### src/rtl/video_pkg.sv
// Shared video definitions: scanline mode encoding, counter width default,
// RGB channel width, and the per-channel dimming arithmetic.
package video_pkg;

  localparam int COUNT_W_DEF = 10;
  localparam int CH_W        = 8;
  localparam int RGB_W       = 3 * CH_W;

  typedef enum logic [1:0] {
    SL_OFF   = 2'd0,
    SL_DIM25 = 2'd1,
    SL_DIM50 = 2'd2,
    SL_DIM75 = 2'd3
  } sl_mode_e;

  // Dim one channel by the selected amount; shifts only, no multipliers.
  function automatic logic [CH_W-1:0] dim_ch(input logic [CH_W-1:0] c,
                                             input sl_mode_e m);
    case (m)
      SL_DIM25: return c - (c >> 2);
      SL_DIM50: return c >> 1;
      SL_DIM75: return c >> 2;
      default:  return c;
    endcase
  endfunction

endpackage

### src/rtl/scanline_dim.sv
// One colour channel of the scanline dimmer, with a single register stage.
//   clk_vid, reset : video clock, synchronous active-high reset
//   en_i           : dim this pixel (active video on an odd line)
//   mode_i         : active scanline mode
//   ch_i / ch_o    : channel in / registered channel out
module scanline_dim
  import video_pkg::*;
(
  input  logic            clk_vid,
  input  logic            reset,
  input  logic            en_i,
  input  logic [1:0]      mode_i,
  input  logic [CH_W-1:0] ch_i,
  output logic [CH_W-1:0] ch_o
);

  logic [CH_W-1:0] ch_d, ch_q;

  always_comb begin
    ch_d = ch_i;
    if (en_i) ch_d = dim_ch(ch_i, sl_mode_e'(mode_i));
  end

  always_ff @(posedge clk_vid) begin
    if (reset) ch_q <= '0;
    else       ch_q <= ch_d;
  end

  assign ch_o = ch_q;

endmodule

### src/rtl/video_out_stage.sv
// Video output stage: scanline dimming with a fixed two-cycle pipeline, plus
// per-frame width/height statistics and a line-width mismatch flag.
//   clk_vid, reset             : video clock, synchronous active-high reset
//   vsync_in/hsync_in/de_in    : frame start, line start, data enable
//   rgb_in                     : {R,G,B}; slot word on the cycle after de falls
//   scanline_mode              : 0 off, 1/2/3 dim 25/50/75 % (taken at vsync)
//   vsync_out/hsync_out/de_out : syncs delayed by PIPE_LAT
//   rgb_out                    : processed pixels delayed by PIPE_LAT
//   frame_width/frame_height   : previous frame statistics
//   stats_valid                : one-cycle pulse when the statistics update
//   width_mismatch             : previous frame had lines of unequal width
module video_out_stage
  import video_pkg::*;
#(
  parameter int COUNT_W  = COUNT_W_DEF,
  parameter int PIPE_LAT = 2            // the rgb path is built for 2 only
) (
  input  logic               clk_vid,
  input  logic               reset,
  input  logic               vsync_in,
  input  logic               hsync_in,
  input  logic               de_in,
  input  logic [RGB_W-1:0]   rgb_in,
  input  logic [1:0]         scanline_mode,
  output logic               vsync_out,
  output logic               hsync_out,
  output logic               de_out,
  output logic [RGB_W-1:0]   rgb_out,
  output logic [COUNT_W-1:0] frame_width,
  output logic [COUNT_W-1:0] frame_height,
  output logic               stats_valid,
  output logic               width_mismatch
);

  localparam logic [COUNT_W-1:0] CNT_MAX = '1;

  // ---------------- pixel path ----------------
  logic [PIPE_LAT-1:0][2:0] sync_q;   // {vsync, hsync, de} per stage
  logic [1:0]               mode_q;
  logic                     line_odd_q;  // LSB of the line index
  logic [RGB_W-1:0]         rgb1, rgb2_q;

  for (genvar c = 0; c < 3; c++) begin : g_ch
    scanline_dim u_dim (
      .clk_vid (clk_vid),
      .reset   (reset),
      .en_i    (de_in & line_odd_q),
      .mode_i  (mode_q),
      .ch_i    (rgb_in[c*CH_W +: CH_W]),
      .ch_o    (rgb1[c*CH_W +: CH_W])
    );
  end

  always_ff @(posedge clk_vid) begin
    if (reset) begin
      sync_q <= '0;
      rgb2_q <= '0;
    end else begin
      sync_q <= {sync_q[PIPE_LAT-2:0], {vsync_in, hsync_in, de_in}};
      rgb2_q <= rgb1;
    end
  end

  assign {vsync_out, hsync_out, de_out} = sync_q[PIPE_LAT-1];
  assign rgb_out = rgb2_q;

  // ---------------- statistics ----------------
  logic               de_prev_q, fall;
  logic [COUNT_W-1:0] wcnt_q, wcnt_d;
  logic [COUNT_W-1:0] refw_q, refw_d;
  logic [COUNT_W-1:0] lines_q, lines_d;
  logic               mism_q, mism_d;
  logic [COUNT_W-1:0] fw_q, fh_q;
  logic               wm_q, sv_q;

  assign fall = de_prev_q & ~de_in;

  // Frame-level values including a line that ends this cycle, so a vsync
  // coinciding with the fall latches the completed line too.
  always_comb begin
    refw_d  = refw_q;
    lines_d = lines_q;
    mism_d  = mism_q;
    wcnt_d  = wcnt_q;
    if (fall) begin
      if (lines_q == '0)        refw_d = wcnt_q;  // first line sets reference
      else if (wcnt_q != refw_q) mism_d = 1'b1;
      if (lines_q != CNT_MAX)   lines_d = lines_q + 1'b1;
      wcnt_d = '0;
    end else if (de_in && wcnt_q != CNT_MAX) begin
      wcnt_d = wcnt_q + 1'b1;
    end
  end

  always_ff @(posedge clk_vid) begin
    if (reset) begin
      de_prev_q  <= 1'b0;
      mode_q     <= '0;
      line_odd_q <= 1'b0;
      wcnt_q     <= '0;
      refw_q     <= '0;
      lines_q    <= '0;
      mism_q     <= 1'b0;
      fw_q       <= '0;
      fh_q       <= '0;
      wm_q       <= 1'b0;
      sv_q       <= 1'b0;
    end else begin
      de_prev_q <= de_in;
      sv_q      <= vsync_in;
      if (vsync_in) begin
        mode_q     <= scanline_mode;
        fw_q       <= refw_d;
        fh_q       <= lines_d;
        wm_q       <= mism_d;
        // A line still in progress is dropped: its width restarts at 0.
        wcnt_q     <= '0;
        refw_q     <= '0;
        lines_q    <= '0;
        mism_q     <= 1'b0;
        line_odd_q <= 1'b0;
      end else begin
        wcnt_q     <= wcnt_d;
        refw_q     <= refw_d;
        lines_q    <= lines_d;
        mism_q     <= mism_d;
        line_odd_q <= line_odd_q ^ fall;
      end
    end
  end

  assign frame_width    = fw_q;
  assign frame_height   = fh_q;
  assign width_mismatch = wm_q;
  assign stats_valid    = sv_q;

endmodule

### config.mk
export PLATFORM = sky130hd
export DESIGN_NAME = video_out_stage
export DESIGN_NICKNAME = d
export VERILOG_FILES = /design/src/rtl/video_pkg.sv /design/src/rtl/scanline_dim.sv /design/src/rtl/video_out_stage.sv
export SDC_FILE = /design/constraint.sdc
export NUM_CORES = 1
export LEC_CHECK = 0
export BUFFER_PORTS_ARGS = -buffer_cell sky130_fd_sc_hd__buf_2
export CAP_MARGIN = 20
export CORE_MARGIN = 4
export CORE_UTILIZATION = 52
export CTS_CLUSTER_SIZE = 24
export DETAILED_ROUTE_END_ITERATION = 8
export MAX_ROUTING_LAYER = met4
export PLACE_DENSITY = 0.74
export REMOVE_ABC_BUFFERS = 1
export SLEW_MARGIN = 25
export SYNTH_ARGS = -nofsm -noshare
export SYNTH_HDL_FRONTEND = slang
export SYNTH_SLANG_ARGS = --single-unit
### constraint.sdc
create_clock -name clk_vid -period 2.48 [get_ports clk_vid]
set_input_delay 0.496 -clock clk_vid [delete_from_list [all_inputs] [get_ports clk_vid]]
set_output_delay 0.496 -clock clk_vid [all_outputs]
set_load 0.01 [all_outputs]
==> results.txt <==
----------------------------------------------------
[Yosys]
  Portion of netlist area occupied by mux cells ... 0.0596
  Combinational family with the most area after synthesis ... simple AND/OR/NAND/NOR gates
  Post-synthesis simple-gate area fraction ... 0.209
  Average footprint of a synthesized cell ... 9.02 um2
  Number of enable flip-flop cells after synthesis ... 0
  Number of instances in the synthesized netlist ... 575
  Synth Area in Compound Gates ... 0.159
  Most instantiated flip-flop cell in the synthesis netlist ... dfxtp_1
  Area share of fa/ha/maj cells after synthesis ... 0.0622
  Sequential share of the synthesized area ... 0.421
  Distinct cell type count after synthesis ... 60
  XOR/XNOR share of the synthesized area ... 0.0422
  Synth warn ... 0
  Async SR Flop Fraction ... 0
  Mapped Area ... 0.00519 mm2
  Synth Register Bits ... 109

[STA]
  Setup violation total in the final timing report ... 0
  Final clock period utilization by the worst path ... 0.840
  Max-slew violation total from the final report ... 0
  Minimum period implied by the final worst setup slack ... 2.08 ns
  Remaining max-slew budget at the tightest pin ... 0.493
  Setup repair after global routing missed its margin ... no
  Worst hold slack ... 0.324 ns
  Setup TNS ... 0 ns
  Fmax ... 480 MHz
  Actual transition at the worst max-transition pin ... 0.757 ns
  Skew final ... 0.0113 ns
  Final hold violation count ... 0

[Final layout]
  Most frequent cells in the layout ... dfxtp_1, buf_2, nor2_1
  Number of fill cells in the layout ... 870
  Share of post-route cells with drive strength above 1 ... 0.191
  Leading cell type in the layout, fill and taps excluded ... dfxtp_1
  Area growth from synthesis to layout ... 13.8%
  Number of nets in the finished design ... 700

[Pwr]
  Power density over the cells ... 574 mW/mm2
  Leakage dissipation ... 2.59 nW
  Overall power after layout ... 3.39 mW
  Worst-case vdd ir drop ... 0.325 mV

[Floorplanning]
  Die area ... 0.0116 mm2
  Standard cell core area ... 0.00973 mm2
  Effective utilization at floorplan ... 0.533
  Row cnt ... 36
  Number of top-level pins ... 80
  Die W ... 108 um
  Vertical die dimension ... 108 um

[Critical path]
  Delay contributed by the slowest stage of the critical path ... 0.82 ns
  Critical path startpoint category ... flop
  CP bufs+invs ... 0
  Type of element capturing the critical path ... flop
  CP max-delay cell ... dfxtp_1
  Crit path required time ... 2.80 ns
  Worst path cell trace ... nand2b_4 -> or3_1 -> or4_1 -> nand3_1
  Maximum fanout encountered on the critical timing path ... 17
  Setup Crit Path Kind ... flop to flop
  Cell class contributing the biggest share of worst-path delay ... simple AND/OR/NAND/NOR gates
  Arrival time reported for the critical path endpoint ... 2.40 ns

[Global route]
  Number of global-route vias before repair ... 4266
  Overall track demand over capacity in global routing ... 0.210
  Total gr overflow ... 0
  Number of antenna violations at the first check in global routing ... 2
  Pin count of the biggest net entering global routing ... 42
  Global-route wire length before repair ... 19300 um

[Clocking]
  Count of buffers added by post-CTS timing repair for setup ... 0
  Number of buffers inserted by hold repair at cts ... 0
  Buffer cell driving the clock tree root ... clkbuf_8
  Clock buffer count from CTS ... 9
  Maximum clock insertion buffer count ... 2
  Number of H-tree branching levels ... 3
  CTS sink cnt ... 109
  Register clock-pin slew on the reported worst setup and hold paths ... 0.10 ns
  TritonCTS clock tree ... done
  Resize count post-CTS ... 0
  Clock network latency to the later pin of the worst-skew pair ... 0.37 ns

[Routing]
  DRC violation total after the first TritonRoute iteration ... 225
  Routed via count ... 4377
  Post-DR vias/cell ... 5.58
  Wire length reported by the detailed router ... 11400 um
  Number of nets with antenna violations after routing ... 0
  Detailed-routing iteration count for the pre-antenna-repair pass ... 4
  Residual DRC ... 0
  Final routed wire length divided by cell count ... 14.5 um

[Hold path]
  Min-Delay Path Class ... input pin to flop

[Flow run]
  Total of max-cap violations ... 0

[Placed design]
  Sum of net half-perimeters after detailed placement ... 8290 um
  GP Congestion ... 0.892
  Number of port buffers ... 79

[Status]
  Run status ... finished, final reports clean

----------------------------------------------------
==> cell usage after synthesis (all sizes together) (2+ instances only) <==
| master | number | area share |
|---|---|---|
| inv | 30 | 0.022 |
| nor2b | 34 | 0.041 |
| xor2 | 16 | 0.027 |
| nor4 | 4 | 0.0048 |
| and3 | 3 | 0.0036 |
| o211ai | 2 | 0.0029 |
| clkbuf | 20 | 0.014 |
| o21ai | 22 | 0.022 |
| fa | 3 | 0.012 |
| o31ai | 5 | 0.0099 |
| nand3 | 12 | 0.012 |
| mux2i | 23 | 0.044 |
| dfxtp | 109 | 0.42 |
| a21o | 3 | 0.0043 |
| a211oi | 30 | 0.045 |
| nand2b | 8 | 0.011 |
| nor3b | 2 | 0.0029 |
| o22ai | 2 | 0.0024 |
| and2 | 3 | 0.0036 |
| xnor2 | 9 | 0.015 |
| buf | 9 | 0.011 |
| o31a | 6 | 0.010 |
| nand4b | 2 | 0.0063 |
| ha | 21 | 0.051 |
| a221oi | 8 | 0.014 |
| a32oi | 2 | 0.0034 |
| o311ai | 3 | 0.0051 |
| nand2 | 37 | 0.029 |
| nand4 | 6 | 0.0084 |
| o2bb2ai | 2 | 0.0034 |
| or2 | 2 | 0.0024 |
| nor2 | 75 | 0.055 |
| or4 | 2 | 0.0029 |
| o21a | 7 | 0.010 |
| or3 | 4 | 0.0048 |
| and4 | 3 | 0.0051 |
| a21oi | 18 | 0.017 |
| mux2 | 7 | 0.015 |
| nor3 | 15 | 0.015 |
==> layer usage <==
| metal | wire, um | GRT usage | share of wire |
|---|---|---|---|
| met1 | 5090 | 0.255 | 0.45 |
| met2 | 5450 | 0.346 | 0.48 |
| met3 | 693 | 0.0402 | 0.061 |
| met4 | 167 | 0.0830 | 0.015 |
| met5 | 0 | - | 0 |
==> power breakdown <==
group          total [mW]  internal, mW  switching (mW)
clock                1.11         0.502           0.609
sequential           1.83          1.81          0.0270
combinational       0.440         0.184           0.256
total                3.39          2.49           0.892
==> flip-flops by register name, summed over array words and instances (netlist names), 2 cells and up <==
signal           flops
g_ch.u_dim.ch_o     24
rgb_out             24
frame_height        10
frame_width         10
lines_q             10
refw_q              10
wcnt_q              10
sync_q               3
mode_q               2
==> cell families (layout without fill, tap and decap cells) <==
group	Yosys count	in the layout
flip-flops	109	109
other	0	2
buffers and inverters	59	134
AO/OA/AOI/OAI	115	115
AND/OR/NAND/NOR	213	213
XOR/XNOR	25	25
adder cells (fa/ha/maj)	24	24
multiplexers	30	30
==> path summary, 6_finish.rpt <==
kind / to / slack, ns / startpoint / cells after the start
setup / recovery: g_ch[0].u_dim.ch_o[6]$_SDFF_PP0_ / 0.40 / mode_q[0]$_SDFFE_PP0P_ / 4
hold / removal: sync_q[1]$_SDFF_PP0_ / 0.32 / hsync_in / 2
hold reg to reg: rgb_out[18]$_SDFF_PP0_ / 0.44 / g_ch[2].u_dim.ch_o[2]$_SDFF_PP0_ / 1
setup reg to reg: g_ch[0].u_dim.ch_o[6]$_SDFF_PP0_ / 0.40 / mode_q[0]$_SDFFE_PP0P_ / 4
==> layout make-up <==
type                       count  area, um2  area share
multi-input combinational    407       2770       0.469
sequential                   109       2180       0.370
timing repair buffer          88        463      0.0785
tap                          133        166      0.0282
clock buffer                  10        138      0.0233
inverter                      30        113      0.0191
clock inverter                 6       68.8      0.0117
antenna                        2       5.00    0.000848
==> metrics by stage <==
step,setup slack (ns),cells,instance area [um2],utilization
final,0.397,785,5900,0.606
after global routing,0.326,785,5900,0.606
after CTS,0.399,783,5900,0.606
after detailed placement,0.0794,767,5690,0.585
after floorplan,0.291,546,5050,-
after global placement,0.124,767,5680,0.584
Note: power is estimated with default switching activity, not from simulation.
